[src/rtl/cache_pkg.sv]
// cache_pkg: shared types, widths and pointer helper for the cache port arbiter
package cache_pkg;
  typedef enum logic [1:0] {IDLE, REQ, WAIT} arb_state_t;
  localparam int ADDR_W = 32;
  localparam int DATA_W = 32;
  localparam int BE_W = 4;
  function automatic int next_ptr(input int ptr, input int n);
    return (ptr + 1 >= n) ? 0 : ptr + 1;
  endfunction
endpackage

[src/rtl/cache_port_arbiter_picker.sv]
// rr_priority_picker: first requesting port found searching from prio_ptr with wraparound
module rr_priority_picker #(
  parameter int NUM_PORTS = 2,
  parameter int PTR_W = $clog2(NUM_PORTS)
) (
  input  logic [NUM_PORTS-1:0] req,
  input  logic [PTR_W-1:0]     prio_ptr,
  output logic [PTR_W-1:0]     winner,
  output logic                 any_req
);
  always_comb begin
    winner = '0;
    any_req = |req;
    for (int i = NUM_PORTS - 1; i >= 0; i--)
      if (req[(int'(prio_ptr) + i) % NUM_PORTS]) winner = PTR_W'((int'(prio_ptr) + i) % NUM_PORTS);
  end
endmodule

[src/rtl/cache_port_arbiter.sv]
// cache_port_arbiter: round-robin sharing of the single cache core port between requesters
module cache_port_arbiter
  import cache_pkg::*;
#(
  parameter int NUM_PORTS = 2,
  localparam int PTR_W = $clog2(NUM_PORTS)
) (
  input  logic                      clk,
  input  logic                      reset,
  input  logic [NUM_PORTS-1:0]      port_req_i,
  input  logic [NUM_PORTS*32-1:0]   port_addr_i,
  input  logic [NUM_PORTS*32-1:0]   port_wdata_i,
  input  logic [NUM_PORTS-1:0]      port_we_i,
  input  logic [NUM_PORTS*4-1:0]    port_be_i,
  output logic [NUM_PORTS-1:0]      port_gnt_o,
  output logic [NUM_PORTS-1:0]      port_rvalid_o,
  output logic [31:0]               port_rdata_o,
  output logic [NUM_PORTS-1:0]      port_error_o,
  output logic                      cache_req_o,
  output logic [31:0]               cache_addr_o,
  output logic [31:0]               cache_wdata_o,
  output logic                      cache_we_o,
  output logic [3:0]                cache_be_o,
  input  logic                      cache_gnt_i,
  input  logic                      cache_rvalid_i,
  input  logic [31:0]               cache_rdata_i,
  input  logic                      cache_error_i,
  output logic                      busy_o
);
  arb_state_t state, next_state;
  logic [PTR_W-1:0] owner, prio_ptr, winner;
  logic any_req, rsp;
  logic [NUM_PORTS-1:0] owner_oh;
  rr_priority_picker #(.NUM_PORTS(NUM_PORTS)) picker (
    .req(port_req_i),
    .prio_ptr(prio_ptr),
    .winner(winner),
    .any_req(any_req)
  );
  always_comb begin
    next_state = (state == IDLE) ? (any_req ? REQ : IDLE)
               : (state == REQ) ? (cache_gnt_i ? WAIT : REQ)
               : (cache_rvalid_i ? IDLE : WAIT);
    owner_oh = NUM_PORTS'(1) << owner;
    rsp = (state == WAIT) && cache_rvalid_i;
    cache_req_o = state == REQ;
    port_gnt_o = (state == REQ && cache_gnt_i) ? owner_oh : '0;
    port_rvalid_o = rsp ? owner_oh : '0;
    port_error_o = (rsp && cache_error_i) ? owner_oh : '0;
    port_rdata_o = rsp ? cache_rdata_i : '0;
    busy_o = state != IDLE;
  end
  always_ff @(posedge clk) begin
    if (reset) begin
      state <= IDLE;
      owner <= '0;
      prio_ptr <= '0;
      cache_addr_o <= '0;
      cache_wdata_o <= '0;
      cache_we_o <= 1'b0;
      cache_be_o <= '0;
    end else begin
      state <= next_state;
      if (state == IDLE && any_req) begin
        owner <= winner;
        cache_addr_o <= port_addr_i[int'(winner)*ADDR_W +: ADDR_W];
        cache_wdata_o <= port_wdata_i[int'(winner)*DATA_W +: DATA_W];
        cache_we_o <= port_we_i[winner];
        cache_be_o <= port_be_i[int'(winner)*BE_W +: BE_W];
      end
      if (state == REQ && cache_gnt_i) prio_ptr <= PTR_W'(next_ptr(int'(owner), NUM_PORTS));
    end
  end
endmodule

[config.mk]
export PLATFORM = sky130hd
export DESIGN_NAME = cache_port_arbiter
export DESIGN_NICKNAME = d
export VERILOG_FILES = /design/src/rtl/cache_pkg.sv /design/src/rtl/cache_port_arbiter_picker.sv /design/src/rtl/cache_port_arbiter.sv
export SDC_FILE = /design/constraint.sdc
export NUM_CORES = 1
export LEC_CHECK = 0
export ABC_AREA = 1
export CORE_ASPECT_RATIO = 0.5
export CORE_MARGIN = 2
export CORE_UTILIZATION = 39
export CTS_CLUSTER_DIAMETER = 100
export DETAILED_ROUTE_END_ITERATION = 7
export PLACE_DENSITY_LB_ADDON = 0.3
export SLEW_MARGIN = 20
export SYNTH_ARGS = -nofsm -noshare
export SYNTH_HDL_FRONTEND = slang
export SYNTH_SLANG_ARGS = --single-unit
[constraint.sdc]
create_clock -name clk -period 1.7 [get_ports clk]
set_input_delay 0.17 -clock clk [delete_from_list [all_inputs] [get_ports clk]]
set_output_delay 0.17 -clock clk [all_outputs]
set_load 0.01 [all_outputs]
==> metrics.txt <==
status=finished clean; port buffer count=285; Synth Area in XOR/XNOR=0%; syn nets=881; # DRC=0; clk_skew=0.00669 ns; # hold bufs at CTS=0; FP Rows=26; Slew HR=roughly 73%; critical path class=flip-flop to output port; switching pwr=0.00181 W; Tcrit/Tclk final=about 96%; Yosys top cell by area=dfxtp_1; CTS tree=yes; drt first-iter violations=189; dpl hpwl=10800 um; CP max-delay cell=clkdlybuf4s50_1; Routed Antenna Nets=0; commonest non-fill, non-tap cell in the layout=clkdlybuf4s50_1; Post-Synth Adder-Cell Area=0%; VDD IR max=611 uV; CP arrival=1.46 ns; vias in the first global route=~4800; GP Congestion=0.788; Clock Path Buffers=2; routed wirelength normalized by instance count=roughly 13 um; GR Util All Layers=roughly 24%; Max Fclk=614 MHz; final design utilization=72.6%; Post-Syn Area=4150 um^2; Leak Pwr=3.88 nW; main combinational cell family by area after synthesis=simple AND/OR/NAND/NOR gates; sw frac=29.4%; Post-layout nets=1144; Hold Path Class=primary input to flip-flop; Hold Violations, Final=0; pre-CTS WS=-0.170 ns; commonest cells after routing, fill and taps aside=clkdlybuf4s50_1 (245), inv_1 (175), nand2_1 (145); post-synth top area share=between 30% and 40%; cts bufs inserted=9; post-synthesis register bit count=73; RSZ-0062 raised after global routing=no; Combinational Power Share=between 30 and 40%; Synth cell types=16; Syn Area/Cell=5.89 um^2; clock-pin slew on the worst setup and hold paths=0.06 ns; Crit path largest cell delay=0.57 ns; Simple-Gate Fraction of Synth Area=around a third; post-synthesis sequential area ratio=a little over a third; Die X=150 um; number of diodes=0; Mapped Cells=around 700; drt first pass iters=4; power per cell area=822 nW/um^2; total number of vias=5116; H-tree levels=3; routed wire length=14400 um; Main synth FF type=dfxtp_1; Ys Warns=0; number of placed cells counting well taps=1096; critical-path cell list=inv_2, nand2_1, clkdlybuf4s50_1; Area growth syn-to-layout=80.1%; die area=11500 um^2; non-filler cells, final=1112; fin. max-slew vios=0; post-CTS setup buffers=0; Post-synth ARST share=0%; worst slew pin tran=just over 0.4 ns; Clock power frac=33.0%; via/cell ratio=around 4.6; initial core utilization=40.3%; worst-path maximum fanout=3; total negative slack=0 ns; layout cells sized above 1=~4.3%; largest net degree at the start of global routing=73; Finish-stage setup viols=0; Core Area=10300 um^2; worst hold slack=0.260 ns; PostCTS Resize Cnt=40; global-route wire length before repair=22400 um; mux share of post-synthesis cell area=0%; initial antenna violation count=0; CTS sink cnt=73; Area contributors post-synth=dfxtp_1 (35%), nand3_1 (17%), inv_1 (16%), nand2_1 (13%), a21oi_1 (8.7%); EDFF count, synth=0; Sequential Power Share=33.4%; Final min period=1.63 ns; final worst setup slack=0.0727 ns; Critical Path End Type=output port; Startpoint Class=flip-flop; CTS Root Cell=clkbuf_16; Compound-Gate Fraction of Synth Area=under 10%; clock latency on the worst-skew pair=~0.33 ns; total gr overflow=0; die height=roughly 77 um; Pint=0.00433 W; required time of the worst setup path=1.53 ns; Max-cap violations=0; Ports=286
## through the flow
stage,cell area [um^2],power (W)
CTS,7470,0.00620
global route,7470,0.00649
detailed placement,7190,0.00417
global placement,7190,0.00412
finish,7470,0.00614
floorplan,4150,0.00300
## power groups by stage
stage | sequential, W | combinational, W | clock (W)
global route | 0.00208 | 0.00226 | 0.00215
detailed placement | 0.00209 | 0.00208 | 0
floorplan | 0.00219 | 0.000816 | 0
global placement | 0.00208 | 0.00205 | 0
CTS | 0.00205 | 0.00208 | 0.00207
finish | 0.00205 | 0.00206 | 0.00203
## per-layer routing
metal	global-route usage [%]	wire, um	vias to the layer above
li1	-	-	2636
met1	25.3	5530	2258
met2	45.8	7380	183
met3	6.07	1010	39
met4	10.3	446	0
met5	0	0	-
## critical path, delay by kind of cell, from the launching register on
kind	cells	cell delay, ns
and+or+nand+nor	1	0.13
buffers and inverters	2	0.63
DFF	1	0.37
## final cells by class
| class | count | area [um^2] |
|---|---|---|
| clock inverters | 7 | 95.1 |
| well taps | 140 | 175 |
| clock buffers | 9 | 225 |
| fillers | 887 | 2810 |
| repair buffers | 299 | 3030 |
| flip-flops and latches | 73 | 1460 |
| multi-input cells | 405 | 1810 |
| inverters | 179 | 672 |
## cells in the mapped netlist (2+ instances only)
library cell    n
nand3_1       139
buf_1           3
nor2_1         41
a21oi_1        72
inv_1         175
nand2_1       146
clkbuf_1       22
buf_4           2
buf_2          20
inv_2           4
dfxtp_1        73
nor3_1          2
nand2_2         2
## state kept, by name (all words and copies together) (netlist names)
signal,flops
owner,1
prio_ptr,1
cache_be_o,4
cache_wdata_o,32
cache_we_o,1
state,2
cache_addr_o,32
## kinds of logic (layout without fill, tap and decap cells)
group | count (synthesis) | after routing
DFF | 73 | 73
AOI/OAI and AO/OA | 73 | 73
and+or+nand+nor | 332 | 332
buffers and inverters | 226 | 494
## path summary, 6_finish.rpt
kind | end | cells after the start | slack [ns] | startpoint
max reg2reg | cache_addr_o[24] | 7 | 0.49 | state[0]
min reg2reg | cache_addr_o[22] | 4 | 0.53 | cache_addr_o[22]
max | busy_o | 3 | 0.07 | state[0]
min | owner | 3 | 0.26 | port_req_i[1]
No activity file was read; power rests on OpenSTA's default activity.
